[config.mk]
export PLATFORM = sky130hd
export DESIGN_NAME = mem_stream_port
export DESIGN_NICKNAME = d
export VERILOG_FILES = /design/src/rtl/mem_stream_port.sv
export SDC_FILE = /design/constraint.sdc
export NUM_CORES = 1
export LEC_CHECK = 0
export CORE_ASPECT_RATIO = 1.2
export CORE_MARGIN = 5
export CORE_UTILIZATION = 49
export CTS_CLUSTER_DIAMETER = 50
export CTS_CLUSTER_SIZE = 14
export DETAILED_ROUTE_END_ITERATION = 10
export PLACE_DENSITY = 0.78
export SLEW_MARGIN = 10
export SYNTH_ARGS = -nofsm -noshare
export SYNTH_HDL_FRONTEND = slang
export SYNTH_SLANG_ARGS = --single-unit
export TNS_END_PERCENT = 30
[constraint.sdc]
create_clock -name clk -period 3.64 [get_ports clk]
set_input_delay 0.546 -clock clk [delete_from_list [all_inputs] [get_ports clk]]
set_output_delay 0.546 -clock clk [all_outputs]
set_load 0.005 [all_outputs]
[src/rtl/mem_stream_port.sv]
// Purpose: byte-stream port that bulk-loads the 4 KiB data memory or dumps it back out.
// Latency: 5 cycles/word at full rate (load: 4 collect + 1 store; dump: 1 read + 4 send); done 1 cycle after last beat.
// Backpressure: s_ready only in LD_COLLECT; m_valid holds with stable m_data until m_ready.
//
// Ports:
//   clk, rst                      rising-edge clock, synchronous active-high reset
//   start, mode, base_addr,       job request (mode 0 = load stream->memory, 1 = dump memory->stream),
//   word_count                    sampled only while idle
//   s_valid, s_data, s_ready      load input byte stream
//   m_valid, m_data, m_ready      dump output byte stream
//   busy, done, checksum          job status; checksum is mod-256 sum of bytes moved by the current/last job
//   mem_read, mem_write,          memory load/store port (111 / 11 = word access, zero = idle)
//   mem_addr, mem_wdata, mem_rdata
//
// Byte order follows the hex-image convention: the first stream byte of a word
// lives at addr+3, i.e. it is word bits [31:24].

module mem_stream_port #(
    parameter int MEM_BYTES = 4096,
    parameter int AW        = $clog2(MEM_BYTES)
) (
    input  logic          clk,
    input  logic          rst,
    input  logic          start,
    input  logic          mode,
    input  logic [AW-1:0] base_addr,
    input  logic [AW-2:0] word_count,
    input  logic          s_valid,
    input  logic [7:0]    s_data,
    output logic          s_ready,
    output logic          m_valid,
    output logic [7:0]    m_data,
    input  logic          m_ready,
    output logic          busy,
    output logic          done,
    output logic [7:0]    checksum,
    output logic [2:0]    mem_read,
    output logic [1:0]    mem_write,
    output logic [AW-1:0] mem_addr,
    output logic [31:0]   mem_wdata,
    input  logic [31:0]   mem_rdata
);

    typedef enum logic [2:0] {
        S_IDLE       = 3'd0,
        S_LD_COLLECT = 3'd1,
        S_LD_WRITE   = 3'd2,
        S_DP_READ    = 3'd3,
        S_DP_SEND    = 3'd4,
        S_FIN        = 3'd5
    } state_t;

    state_t        r_state;
    state_t        w_next_state;

    logic [AW-1:0] r_addr;
    logic [AW-2:0] r_remaining;
    logic [1:0]    r_byte_idx;
    logic [31:0]   r_word;
    logic [31:0]   r_shift;
    logic [7:0]    r_checksum;
    logic          r_busy;

    logic          w_s_fire;
    logic          w_m_fire;
    logic          w_last_byte;
    logic          w_last_word;
    logic [AW-1:0] w_base_aligned;

    // Handshakes are qualified by registered state, never by the partner's signal alone.
    assign w_s_fire       = s_valid && (r_state == S_LD_COLLECT);
    assign w_m_fire       = m_ready && (r_state == S_DP_SEND);
    assign w_last_byte    = (r_byte_idx == 2'd3);
    assign w_last_word    = (r_remaining == AW'(1));
    // Jobs always start on a word boundary.
    assign w_base_aligned = base_addr & {{(AW-2){1'b1}}, 2'b00};

    // ------------------------------------------------------------------
    // State register
    // ------------------------------------------------------------------
    always_ff @(posedge clk) begin
        if (rst) begin
            r_state <= S_IDLE;
        end else begin
            r_state <= w_next_state;
        end
    end

    // ------------------------------------------------------------------
    // Next-state logic
    // ------------------------------------------------------------------
    always_comb begin
        w_next_state = r_state;
        case (r_state)
            S_IDLE: begin
                if (start) begin
                    if (word_count == '0) begin
                        w_next_state = S_FIN;
                    end else if (mode) begin
                        w_next_state = S_DP_READ;
                    end else begin
                        w_next_state = S_LD_COLLECT;
                    end
                end
            end
            S_LD_COLLECT: begin
                if (w_s_fire && w_last_byte) begin
                    w_next_state = S_LD_WRITE;
                end
            end
            S_LD_WRITE: begin
                w_next_state = w_last_word ? S_FIN : S_LD_COLLECT;
            end
            S_DP_READ: begin
                w_next_state = S_DP_SEND;
            end
            S_DP_SEND: begin
                if (w_m_fire && w_last_byte) begin
                    w_next_state = w_last_word ? S_FIN : S_DP_READ;
                end
            end
            S_FIN: begin
                w_next_state = S_IDLE;
            end
            default: begin
                w_next_state = S_IDLE;
            end
        endcase
    end

    // ------------------------------------------------------------------
    // Output decode (registered state only)
    // ------------------------------------------------------------------
    always_comb begin
        s_ready   = 1'b0;
        m_valid   = 1'b0;
        m_data    = 8'h00;
        done      = 1'b0;
        mem_read  = 3'b000;
        mem_write = 2'b00;
        mem_addr  = '0;
        mem_wdata = 32'h0;
        case (r_state)
            S_LD_COLLECT: begin
                s_ready = 1'b1;
            end
            S_LD_WRITE: begin
                mem_write = 2'b11;
                mem_addr  = r_addr;
                mem_wdata = r_word;
            end
            S_DP_READ: begin
                mem_read = 3'b111;
                mem_addr = r_addr;
            end
            S_DP_SEND: begin
                m_valid = 1'b1;
                m_data  = r_shift[31:24];
            end
            S_FIN: begin
                done = 1'b1;
            end
            default: begin
            end
        endcase
    end

    assign busy     = r_busy;
    assign checksum = r_checksum;

    // ------------------------------------------------------------------
    // Datapath
    // ------------------------------------------------------------------
    always_ff @(posedge clk) begin
        if (rst) begin
            r_addr      <= '0;
            r_remaining <= '0;
            r_byte_idx  <= 2'd0;
            r_word      <= 32'h0;
            r_shift     <= 32'h0;
            r_checksum  <= 8'h00;
            r_busy      <= 1'b0;
        end else begin
            case (r_state)
                S_IDLE: begin
                    if (start) begin
                        r_addr      <= w_base_aligned;
                        r_remaining <= word_count;
                        r_byte_idx  <= 2'd0;
                        r_checksum  <= 8'h00;
                        // A zero-length job goes straight to FIN and never looks busy.
                        r_busy      <= (word_count != '0);
                    end
                end
                S_LD_COLLECT: begin
                    if (w_s_fire) begin
                        // Shifting in from the bottom leaves the first byte in [31:24].
                        r_word     <= {r_word[23:0], s_data};
                        r_checksum <= r_checksum + s_data;
                        r_byte_idx <= r_byte_idx + 2'd1;
                    end
                end
                S_LD_WRITE: begin
                    r_addr      <= r_addr + AW'(4);
                    r_remaining <= r_remaining - AW'(1);
                end
                S_DP_READ: begin
                    r_shift <= mem_rdata;
                end
                S_DP_SEND: begin
                    if (w_m_fire) begin
                        r_shift    <= {r_shift[23:0], 8'h00};
                        r_checksum <= r_checksum + r_shift[31:24];
                        r_byte_idx <= r_byte_idx + 2'd1;
                        if (w_last_byte) begin
                            r_addr      <= r_addr + AW'(4);
                            r_remaining <= r_remaining - AW'(1);
                        end
                    end
                end
                S_FIN: begin
                    // busy stays up through the done cycle and drops after it.
                    r_busy <= 1'b0;
                end
                default: begin
                end
            endcase
        end
    end

endmodule
-- Yosys cells after proc, flatten, opt, wreduce, memory -nomap -nowiden
Index checks and enable logic that the tools add are counted.
- memory bits (read-only): 0
- memories: 0
- word-level logic and storage cells: 80
- output and inout bits: 69
- register bits: 101
- latch bits: 0
- input port bits: 69
- bits in writable memories: 0
- divide/modulo/power cells: 0
- multiply operators: 0
- magnitude comparators: 0
- shifts and indexed selects: 0
- add/subtract/negate cells: 5
- mux-type cells: 36
- bitwise operators: 0
- eq/ne operators: 13
- reduce and logical (&&, ||, !) cells: 18
- operators with widths (operator ; count):
    $mux W32 ; 2
    $pmux W32 S2 ; 1
    $mux W12 ; 4
    $pmux W12 S3 ; 1
    $mux W11 ; 3
    $pmux W11 S3 ; 1
    $mux W8 ; 4
    $pmux W8 S3 ; 1
    $mux W3 ; 7
    $add A8 B8 Y8 ; 2
    $pmux W3 S5 ; 1
    $add A12 B3 Y12 const B ; 1
    $eq A11 B1 Y1 const B ; 1
    $logic_not A11 Y1 ; 1
    $reduce_bool A11 Y1 ; 1
    $sub A11 B1 Y11 const B ; 1
    $mux W2 ; 5
    $ne A2 B2 Y1 const B ; 4
    $reduce_and A4 Y1 ; 2
    $eq A3 B2 Y1 const B ; 2
    $eq A3 B3 Y1 const B ; 2
    $pmux W2 S3 ; 1
    $reduce_and A2 Y1 ; 3
    $reduce_bool A3 Y1 ; 2
    other kinds (11) ; 19

-- Logic depth before layout (Yosys ltp)
- word-level depth: 5
- mapped depth: 13
- mapped depth without buffers: 13

-- Least setup slack after synthesis
Ideal clock, no wire load.
- path type: register to register
- start: register r_state[1]
- end: register r_checksum[6] (netlist: checksum[6])
- library setup time: 0.117 ns
- path buffers: 1
- required time: 3.523 ns
- data arrival time: 2.468 ns
- stages on the path, launching flop included: 13
- clock period less this slack: 2.586 ns
- slack: 1.054 ns
- path through: dfxtp_1 -> and2b_1 -> nand2_1 -> clkbuf_1 -> a21o_1 -> ha_1 -> inv_1 -> fa_1 -> nor2b_1 -> o211ai_1 -> a21boi_0 -> o21ai_0 -> a32o_1
- cells in the longest elaborated chain, start to end: 4
- elaborated cells on any way between the ends: 11
- those cells by class: eq/ne: 5; mux: 1; reduce/logical: 5
- ends and longest elaborated chain (what ; RTL line ; text):
    from (decl) ; 53 ; state_t r_state;
    from (signal assigned) ; 85 ; r_state <= w_next_state;
    $eq A3 B1 Y1 or $eq A3 B3 Y1 (tied branches) ; 71, 184, 72 ;
    $logic_and A1 B1 Y1 (on tied branches) ; 71, 72 ;
    $ne A2 B2 Y1 (no source line) ; - ;
    $reduce_and A4 Y1 (no source line) ; - ;
    to (signal assigned) ; 199 ; r_checksum <= r_checksum + s_data;
    to (signal assigned) ; 213 ; r_checksum <= r_checksum + r_shift[31:24];
    to (decl) ; 61 ; logic [7:0] r_checksum;
Several ways; a longest one is shown, not always the timed one.
A chain may end at the register's enable or synchronous reset.

-- Final worst setup path
- start: register r_state[2]
- end: output m_data[6]
- cells in the longest elaborated chain, start to end: 2
- ends and longest elaborated chain (what ; RTL line ; text):
    $eq A3 B3 Y1 ; 143 ; case (r_state)
    $mux W8 ; 143 ;
    to (decl) ; 32 ; output logic [7:0] m_data,
No other way between the ends.

==> results summary <==
The number of post-CTS setup repair buffers is 0. Hold timing on the final database bottoms out at a slack of about 0.45 ns. The launch point of the worst path is r_state[2]$_SDFFE_PP0P_. The fmax is between 300 and 400 MHz. The internal power consumption came out at 2110 uW.

The remaining global-route overflow came out at 0. By area the synthesized netlist is led by sky130_fd_sc_hd__dfxtp_1 (39%), sky130_fd_sc_hd__nand2_1 (10%), sky130_fd_sc_hd__a21oi_1 (5.5%), sky130_fd_sc_hd__a311oi_1 (4.3%), sky130_fd_sc_hd__nor2_1 (4.3%). The register share of total power is about two fifths. The die covers ~13000 sq um.

After synthesis, the largest area contributor takes up 38.7% of total cell area. The final setup skew came out at a little under 0.007 ns. The worst setup slack after layout came out at 0.344 ns. The fraction of the yosys area taken by sequential cells came out at roughly 39%.

The initial antenna violation count was 0. The flow ran to the end, and the final reports show no timing, DRC or antenna violations. The number of remaining DRC errors is 0.

The compound-gate portion of the synthesized area came out at a little over a fifth. The combinational cell fraction of total power came out at about 20%. The overall via count from detail_route is roughly 5000. Routability-driven placement finished with a final weighted congestion of slightly above 0.9. The sum of net half-perimeters after detailed placement is approximately 9700 microns. The floorplan step set the die width to 103 microns.

Counting flops with a built-in enable in the synthesized netlist gives 0. Measured on the finished design, the core utilization comes to between 60% and 70%. Subtracting the final worst setup slack from the clock period gives ~3.3 ns.

The biggest area contributor in the post-synthesis netlist is sky130_fd_sc_hd__dfxtp_1. The number of storage elements in the synthesis netlist came out at between 90 and 100. The minimum setup slack among reg-to-reg paths came out at around 0.35 ns. The pin count of the biggest net entering global routing came out at 54.

The largest family of logic cells by synthesized area is simple AND/OR/NAND/NOR gates. In this run the worst hold path is classified as reg2reg. The first-iteration detailed-routing DRC count is around 290. The library cell used most frequently in the layout, excluding fill and tap cells, is sky130_fd_sc_hd__nand2_1. The post-detailed-route count of antenna-violating nets came out at 0. The classification of the worst setup path is reg2out. The combined global-route utilization of all metal layers came out at a little over a fifth. The number of hold buffers added after CTS was 0.

The sequential cell area came out at 1980 sq um. The maximum buffer depth of the clock tree came out at 2. The transition at the pin with the smallest max-transition slack came out at 0.992 ns. TritonCTS built the clock tree.

The total wire length came out at 13600 microns. The post-synthesis share of cell area spent on and, or, nand and nor gates is ~28%. The number of global-route vias before repair came out at 4813.

The number of levels in the clock H-tree came out at 3. The mean routed wirelength per cell is between 15 and 20 microns. In the synthesized netlist, the number of instances is ~660. The height of the die came out at 122 microns. The TritonCTS sink count is 99. The warning count from the yosys run is 0.

The post-route netlist has under 10% of its cells at a drive strength greater than 1. For this design the static power due to leakage is 0.00257 uW. The net total in the final layout came out at 842. Of the available clock period, the critical path in the final layout requires slightly above 90%. The arrival time reported for the critical path endpoint came out at about 2.8 ns. The insertion delay of the later-clocked pin in the worst-skew pair is 0.34 ns.

The core region is 10100 sq um. The worst setup path is launched from a flip-flop. The number of buffers inserted during clock tree synthesis is 9.

The clock-pin slew reported for the worst setup and hold paths after clock tree synthesis is about 0.07 ns. The first detailed-routing pass ran for 4 iterations. The worst register-to-register path ends at checksum[6]$_SDFFE_PP0P_. The post-synthesis instance area is 5120 sq um. The number of library cell types mapped by synthesis came out at 56. The number of hold-slack violations in the final timing report is 0.

In this run the critical register-to-register path is launched from r_state[2]$_SDFFE_PP0P_. The share of power burned in the clock network is a little under two fifths. Across the run, the number of max-cap violations was 0.

VDD sags by at most approximately 0.00025 V. Among all flip-flop cells after synthesis, the most frequent one is sky130_fd_sc_hd__dfxtp_1. Leaving out fill and tap cells, the most frequent cells in the layout are sky130_fd_sc_hd__nand2_1 (142), sky130_fd_sc_hd__clkdlybuf4s50_1 (132), sky130_fd_sc_hd__dfxtp_1 (99). The proportion of synthesized flip-flops having asynchronous set or reset came out at 0%. OpenSTA, run right after detailed placement, puts the worst setup slack at about 0.42 ns. The number of I/O port buffers is between 100 and 150.

The ratio of routed vias to standard cells is ~5.6. In this run the power density over the cells is 437 nW/um^2. The capturing instance or port of the critical path is m_data[6]. The adder-cell area share of the yosys netlist is under 10%.

In this run the worst path has a maximum fanout of 29. The filler cell count came out at 878. The net switching power figure is roughly 840 uW. Summing all multi-input logic gate instances after layout gives 2820 sq um. For this configuration, the core starts out at a cell density of ~51%. The area added between synthesis and finish came out at 32.0%. For the worst setup path, the data required time is ~3.1 ns. The relative slew slack is approximately a third. Setup repair after global routing left no endpoint under its margin.

Setup violations remaining at the end of the flow were counted as 0. The number of placement rows came out at 40. STA classifies the critical path endpoint as a primary output. The first global-routing pass estimated 22000 microns of wire. The worst-case reg-to-reg path depth came out at 13. The share of the synthesized netlist area taken by xor and xnor gates is around 1%.

Clock tree synthesis selected as its root buffer the cell sky130_fd_sc_hd__clkbuf_16. A synthesized cell averages between 7 and 8 sq um. The summed negative setup slack over all endpoints came out at 0 ns. The number of antenna repair diodes came out at 0. For this design the top-level I/O count stands at about 140. The share of synthesized area spent on multiplexers came out at 1.00%. Once the clock tree was built, the resizer swapped 0 gates to a different size.

Of the total power, the share spent switching nets is between 20% and 30%. The final-report max-slew violation count came out at 0.
-- area by class of cell --
type                    instances  area share, %
clock buffers                   9           3.34
clock inverters                 7           1.85
inverters                      10          0.556
multi-input cells             498           41.8
flip-flops and latches         99           29.3
well taps                     126           2.33
repair buffers                143           20.8
-- Yosys cell counts (all sizes together), types with 6 or more instances --
library cell and number:
a311oi 25, nor3 8, o21ai 15, inv 10, and2 23, a22oi 16
a21o 13, buf 25, nand3 9, nor2 59, nor2b 6, nand2 142
o22ai 8, ha 11, clkbuf 32, a211oi 11, a21oi 56, dfxtp 99
and3 33
-- metal layers --
layer / track usage [%] / part of all wire, % / vias to the layer above
met4: 9.80 / 3.1 / 0
met3: 3.26 / 5.3 / 28
met1: 26.5 / 42 / 2339
li1: - / - / 2518
met2: 36.3 / 50 / 130
met5: 0 / 0 / -
-- sequential cells by signal (all words and copies together), names as in the netlist --
signal	count
r_shift	32
r_word	32
r_remaining	11
r_addr	10
checksum	8
r_state	3
r_byte_idx	2
busy	1
-- power groups by stage --
| stage | combinational [uW] | sequential (uW) | clock (uW) |
|---|---|---|---|
| after global placement | 580 | 1260 | 0 |
| after floorplan | 424 | 1240 | 0 |
| after global routing | 671 | 1250 | 1160 |
| after detailed placement | 598 | 1260 | 0 |
| final | 601 | 1240 | 1110 |
| after CTS | 602 | 1240 | 1130 |
-- per-stage QoR --
stage | cell area [sq um] | power, uW | cells
2_1_floorplan | 5120 | 1660 | 664
5_1_grt | 6750 | 3080 | 892
6_report | 6750 | 2950 | 892
4_1_cts | 6750 | 2970 | 892
3_3_place_gp | 6400 | 1840 | 876
3_5_place_dp | 6400 | 1860 | 876
-- how the worst min path moves through the flow --
stage          slack (ns)                       to               startpoint  depth (start not counted)
4_1_cts              0.45  r_word[28]$_SDFFE_PP0P_  r_word[28]$_SDFFE_PP0P_                          2
3_3_place_gp         0.44  r_word[25]$_SDFFE_PP0P_  r_word[25]$_SDFFE_PP0P_                          2
5_1_grt              0.47  r_word[29]$_SDFFE_PP0P_  r_word[29]$_SDFFE_PP0P_                          2
3_5_place_dp         0.44  r_word[28]$_SDFFE_PP0P_  r_word[28]$_SDFFE_PP0P_                          2
2_1_floorplan        0.43  r_word[26]$_SDFFE_PP0P_  r_word[26]$_SDFFE_PP0P_                          2
6_report             0.45  r_word[28]$_SDFFE_PP0P_  r_word[28]$_SDFFE_PP0P_                          2
-- logic make-up (layout without fill, tap and decap cells) --
| kind of cell | after synthesis | in the layout |
|---|---|---|
| AND/OR/NAND/NOR | 306 | 306 |
| XOR/XNOR | 6 | 6 |
| other | 1 | 2 |
| multiplexers | 5 | 5 |
| AO/OA/AOI/OAI | 167 | 167 |
| adder cells (fa/ha/maj) | 12 | 12 |
| buffers and inverters | 67 | 169 |
| flip-flops | 99 | 99 |
-- critical path, stage by stage, from the launching register on --
cell and delay (ns):
sky130_fd_sc_hd__dfxtp_1 0.60, sky130_fd_sc_hd__and2b_1 0.30, sky130_fd_sc_hd__nand2_1 0.27, sky130_fd_sc_hd__inv_2 0.20
sky130_fd_sc_hd__buf_4 0.31, sky130_fd_sc_hd__and2_1 0.20, sky130_fd_sc_hd__clkdlybuf4s50_1 0.51
Power figures use the tool's default switching activity.
